===== src/rtl/regsel_pkg.sv =====
// Shared encodings for the register-select sequencer: instruction classes,
// decoder source selects and the sequencer state type.
package regsel_pkg;

  localparam logic [1:0] CLS_MOV  = 2'b00;
  localparam logic [1:0] CLS_ALU  = 2'b01;
  localparam logic [1:0] CLS_PUSH = 2'b10;
  localparam logic [1:0] CLS_POP  = 2'b11;

  localparam logic [1:0] OE_SRC_USEQ = 2'b00;
  localparam logic [1:0] OE_SRC_OP0  = 2'b01;
  localparam logic [1:0] OE_SRC_OP1  = 2'b10;
  localparam logic [1:0] OE_SRC_OP2  = 2'b11;

  localparam logic LOAD_SRC_USEQ = 1'b0;
  localparam logic LOAD_SRC_OP0  = 1'b1;

  localparam logic [2:0] SP_REG = 3'd6;

  typedef enum logic [3:0] {
    IDLE,
    MOV,
    ALU_A,
    ALU_B,
    ALU_W,
    PUSH_DEC,
    PUSH_ADDR,
    PUSH_WR,
    POP_ADDR,
    POP_RD,
    POP_INC
  } regsel_seq_state_t;

  // First micro-step for each instruction class.
  function automatic regsel_seq_state_t firstStep(input logic [1:0] cls);
    regsel_seq_state_t nxt;
    case (cls)
      CLS_MOV:  nxt = MOV;
      CLS_ALU:  nxt = ALU_A;
      CLS_PUSH: nxt = PUSH_DEC;
      default:  nxt = POP_ADDR;
    endcase
    return nxt;
  endfunction

endpackage


===== src/rtl/regsel_seq.sv =====
// One-instruction-at-a-time sequencer driving the register-select decoder
// and the ALU / MAR / memory / stack-pointer strobes.
//
// state     | meaning
// ----------+--------------------------------------------------------
// IDLE      | ready for an instruction; latches operands on accept
// MOV       | drive op1, load op0, done
// ALU_A     | drive op1 into ALU A
// ALU_B     | drive op2 into ALU B
// ALU_W     | ALU result loaded into op0, done
// PUSH_DEC  | pre-decrement stack pointer
// PUSH_ADDR | drive SP into MAR
// PUSH_WR   | drive op0 onto memory write; waits for mem_ack
// POP_ADDR  | drive SP into MAR
// POP_RD    | memory read; op0 loaded on the mem_ack cycle
// POP_INC   | post-increment stack pointer, done
module regsel_seq
  import regsel_pkg::*;
(
  input  logic       clk,
  input  logic       nreset,
  input  logic       instr_valid,
  output logic       instr_ready,
  input  logic [1:0] instr_class,
  input  logic [2:0] instr_op0,
  input  logic [2:0] instr_op1,
  input  logic [2:0] instr_op2,
  input  logic       mem_ack,
  output logic       rs_oe,
  output logic       rs_load,
  output logic [1:0] rs_oe_src,
  output logic       rs_load_src,
  output logic [2:0] rs_useq_oe,
  output logic [2:0] rs_op0,
  output logic [2:0] rs_op1,
  output logic [2:0] rs_op2,
  output logic       alu_a_load,
  output logic       alu_b_load,
  output logic       alu_oe,
  output logic       mar_load,
  output logic       mem_oe,
  output logic       mem_we,
  output logic       sp_inc,
  output logic       sp_dec,
  output logic       done
);

  regsel_seq_state_t state;
  logic [2:0] opReg0, opReg1, opReg2;

  always_ff @(posedge clk or negedge nreset) begin
    if (!nreset) begin
      state  <= IDLE;
      opReg0 <= 3'd0;
      opReg1 <= 3'd0;
      opReg2 <= 3'd0;
    end else begin
      case (state)
        IDLE: begin
          if (instr_valid) begin
            state  <= firstStep(instr_class);
            opReg0 <= instr_op0;
            opReg1 <= instr_op1;
            opReg2 <= instr_op2;
          end
        end
        MOV:       state <= IDLE;
        ALU_A:     state <= ALU_B;
        ALU_B:     state <= ALU_W;
        ALU_W:     state <= IDLE;
        PUSH_DEC:  state <= PUSH_ADDR;
        PUSH_ADDR: state <= PUSH_WR;
        PUSH_WR:   if (mem_ack) state <= IDLE;
        POP_ADDR:  state <= POP_RD;
        POP_RD:    if (mem_ack) state <= POP_INC;
        POP_INC:   state <= IDLE;
        default:   state <= IDLE;
      endcase
    end
  end

  assign rs_op0 = opReg0;
  assign rs_op1 = opReg1;
  assign rs_op2 = opReg2;

  // Pure state decode; only the memory-wait states look at mem_ack.
  always_comb begin
    instr_ready = 1'b0;
    rs_oe       = 1'b0;
    rs_oe_src   = OE_SRC_USEQ;
    rs_load     = 1'b0;
    rs_load_src = LOAD_SRC_USEQ;
    rs_useq_oe  = 3'd0;
    alu_a_load  = 1'b0;
    alu_b_load  = 1'b0;
    alu_oe      = 1'b0;
    mar_load    = 1'b0;
    mem_oe      = 1'b0;
    mem_we      = 1'b0;
    sp_inc      = 1'b0;
    sp_dec      = 1'b0;
    done        = 1'b0;
    case (state)
      IDLE: instr_ready = 1'b1;
      MOV: begin
        rs_oe       = 1'b1;
        rs_oe_src   = OE_SRC_OP1;
        rs_load     = 1'b1;
        rs_load_src = LOAD_SRC_OP0;
        done        = 1'b1;
      end
      ALU_A: begin
        rs_oe      = 1'b1;
        rs_oe_src  = OE_SRC_OP1;
        alu_a_load = 1'b1;
      end
      ALU_B: begin
        rs_oe      = 1'b1;
        rs_oe_src  = OE_SRC_OP2;
        alu_b_load = 1'b1;
      end
      ALU_W: begin
        alu_oe      = 1'b1;
        rs_load     = 1'b1;
        rs_load_src = LOAD_SRC_OP0;
        done        = 1'b1;
      end
      PUSH_DEC: sp_dec = 1'b1;
      PUSH_ADDR, POP_ADDR: begin
        rs_oe      = 1'b1;
        rs_oe_src  = OE_SRC_USEQ;
        rs_useq_oe = SP_REG;
        mar_load   = 1'b1;
      end
      PUSH_WR: begin
        rs_oe     = 1'b1;
        rs_oe_src = OE_SRC_OP0;
        mem_we    = 1'b1;
        done      = mem_ack;
      end
      POP_RD: begin
        // The load source only qualifies a load, so it follows mem_ack too.
        mem_oe      = 1'b1;
        rs_load     = mem_ack;
        rs_load_src = mem_ack ? LOAD_SRC_OP0 : LOAD_SRC_USEQ;
      end
      POP_INC: begin
        sp_inc = 1'b1;
        done   = 1'b1;
      end
      default: instr_ready = 1'b0;
    endcase
  end

endmodule

===== config.mk =====
export PLATFORM = sky130hd
export DESIGN_NAME = regsel_seq
export DESIGN_NICKNAME = d
export VERILOG_FILES = /design/src/rtl/regsel_pkg.sv /design/src/rtl/regsel_seq.sv
export SDC_FILE = /design/constraint.sdc
export NUM_CORES = 1
export LEC_CHECK = 0
export CAP_MARGIN = 20
export CORE_AREA = 3 3 49 51
export CTS_BUF_LIST = sky130_fd_sc_hd__clkbuf_8
export CTS_CLUSTER_SIZE = 16
export DETAILED_ROUTE_END_ITERATION = 8
export DIE_AREA = 0 0 52 54
export PLACE_DENSITY_LB_ADDON = 0.05
export SLEW_MARGIN = 10
export SYNTH_ARGS = -nofsm -noshare
export SYNTH_HDL_FRONTEND = slang
export SYNTH_SLANG_ARGS = --single-unit

===== constraint.sdc =====
create_clock -name clk -period 4.1 [get_ports clk]
set_input_delay 0.82 -clock clk [delete_from_list [all_inputs] [get_ports clk]]
set_output_delay 0.82 -clock clk [all_outputs]
set_load 0.005 [all_outputs]

==> results.cfg <==
[run_status]
run_status = complete, no violations

[drt]
drt-vias-per-instance = 5.33
num_vias = 794
drtPass1Iterations = 4
drc = 0
wirelength_mm = 1.94
wl_per_cell_um = 13.0
drtIter0Drc = 15
ant_nets = 0

[clock_tree]
path_clk_slew_ns = 0.05
cts_buffers = 3
tritoncts = built
clock_latency_ns = 0.24
clockRootBuffer = clkbuf_8
clockBufferDepth = 2
htreeDepth = 1
postCtsHoldBufs = 0
cts_resized = 0
postCtsSetupBuffers = 0
cts.sinks = 13

[synthesis]
synth_ff_type = dfrtp_1
yosysWarnings = 0
synth_cells = 88
ys_seq_area_share_pct = 36.8
synth_top_cell_by_area = dfrtp_1
netlist_top_cells_count = 13 x dfrtp_1, 11 x nor2_1, 9 x mux2_4, 5 x nand2_1, 5 x nor3_1
yosysTopAreaCellShare_pct = 36.8
synth_most_common_cell = dfrtp_1
ys_seq_elements = 13
synth_area_leaders = dfrtp_1 37%, mux2_4 15%, nor2_1 4.7%
synth_edf_count = 0
syn_avg_cell_area_um2 = 10.0
async_flop_share_pct = 100
syn-cell-area_um2 = 883
synth_fp_nets = 103
yosysUniqueCellTypes = 31

[place]
placed_area_um2 = 1250
finalWeightedCongestion = 0.882
dp_hpwl_mm = 1.45
detailedPlace.worstSlack_ns = 0.976
io_buffers = 40

[grt]
grt_pass1_wl_mm = 3.08
grt_use_total_pct = 14.9
antenna_found_initial = 0
grt_remaining_overflow = 0
grt_pass1_vias = 721
grt_max_degree = 21

[setup_path]
crit_path_start_kind = primary input
cp_top_family = buffers and inverters
crit_required_ns = 3.28
cp_slowest_stage_delay_ns = 0.54
critPathCaptureType = output pin
rrSetupSlack_ns = 2.33
path_class = in -> out
r2r-start = state[0]
ff2ff_path_depth = 4
worst-path-buf-inv = 2
arrival_ns = 2.31
worstReg2RegEnd = state[2]
cpMostUsedCell = clkdlybuf4s50_1
worstPathCellList = clkdlybuf4s50_1 > o21ai_0 > o22a_1 > nor2_1 > clkdlybuf4s50_1
worstSetupStartpoint = mem_ack
cp_max_fo = 5
crit_slowest_cell = clkdlybuf4s50_1

[layout]
ff_latch_area_um2 = 325
fin_util_pct = 65.2
area_growth_pct = 46.2
final_cell_area_um2 = 1290
drive_above_1_share_pct = 13.1
layout.nets = 138
fillerInstances = 158
diodes = 0
multi_input_area_um2 = 479

[min_path]
min_to = rs_op0[0]
holdCritStartpoint = rs_op0[0]
min_delay_path_depth = 1
hold_class = reg -> reg

[pwr]
leakagePower_nw = 0.534
netSwitchingPower_mw = 0.344
p_int_mw = 0.628
pwr-share-clk_pct = 11.1
p_comb_share_pct = 59.1
power_density_nw_per_um2 = 753
switching_share_pct = 35.4
peakVddDrop_uv = 364
power_frac_seq_pct = 29.8

[die]
die_area_um2 = 2810
ios = 42
die_y_um = 54
initial_core_util_pct = 44.6
core.rowCount = 16
die_w_um = 52
coreArea_um2 = 1980

[sta]
final-setup-viol-count = 0
period_needed_ns = 3.13
hold_slack_ns = 0.503
report.final.slew_viol_count = 0
fin_skew_ns = 0.000933
hold_viol = 0
worst_pin_slew_ns = 0.613
slew-limit-headroom_pct = 59.1
setup_tns_ns = 0
final.setup.worst_slack_ns = 0.970
min_period_over_period_pct = 76.4
clock.fmax_ghz = 0.319
rsz0062_at_grt = no

[run]
drv_cap = 0
## logic make-up (layout without fill, tap and decap cells)
logic type | after synthesis | in the layout | share of synthesized area (%)
other | 1 | 1 | 0.425
AO/OA/AOI/OAI | 22 | 22 | 18.8
multiplexers | 10 | 10 | 16.4
buffers and inverters | 12 | 46 | 8.92
flip-flops | 13 | 13 | 36.8
AND/OR/NAND/NOR | 30 | 30 | 18.6
## area by class of cell
type                       instances  area share [%]
clock buffer                       3            3.20
clock inverter                     1           0.291
inverter                           2           0.581
multi-input combinational         63            37.1
sequential                        13            25.2
tap                               27            2.62
timing repair buffer              40            31.0
## worst max path at each step
stage	end	slack [ns]	cells after the start
after detailed placement	rs_load_src	0.98	5
after CTS	rs_load_src	0.97	5
after global placement	rs_load	1.0	5
after global routing	rs_load	0.87	5
after floorplan	rs_load_src	1.97	4
final	rs_load_src	0.97	5
## metrics by stage
step	std cells	total power [mW]
2_1_floorplan	88	0.620
3_3_place_gp	145	0.860
3_5_place_dp	145	0.868
4_1_cts	149	0.983
5_1_grt	149	1.04
6_report	149	0.973
## flip-flops by register name (all words and copies together) (netlist names)
register and flops:
rs_op0 3, rs_op1 3, rs_op2 3, state 4
## power by group through the flow
stage               clock network (mW)  logic, mW  registers [mW]
finish                           0.108      0.575           0.290
global route                     0.120      0.617           0.305
detailed placement                   0      0.577           0.292
floorplan                            0      0.385           0.235
global placement                     0      0.572           0.288
CTS                              0.112      0.581           0.290
## metal layers
layer	up-vias	global-route usage [%]	routed length, µm
met5	-	0	0
met4	0	3.93	13
met3	4	5.82	157
met2	36	23.4	930
met1	373	19.1	843
li1	381	-	-
## cell usage in the layout, fill, tap and decap left out, types with 3 or more instances in the layout
cell type,n
nor2_1,11
nand2_1,5
nor3_1,5
o21ai_0,3
clkbuf_8,3
mux2_4,9
dfrtp_1,13
nand2b_1,4
a21oi_1,3
clkdlybuf4s50_1,40
inv_1,3
## worst reg2reg max path, cell delays in order (launching register included)
cell and delay [ns]:
dfrtp_1 0.73, nand2b_1 0.29, a21boi_0 0.21, a2bb2oi_1 0.26, o32ai_1 0.15
Note: power is estimated with default switching activity, not from simulation.
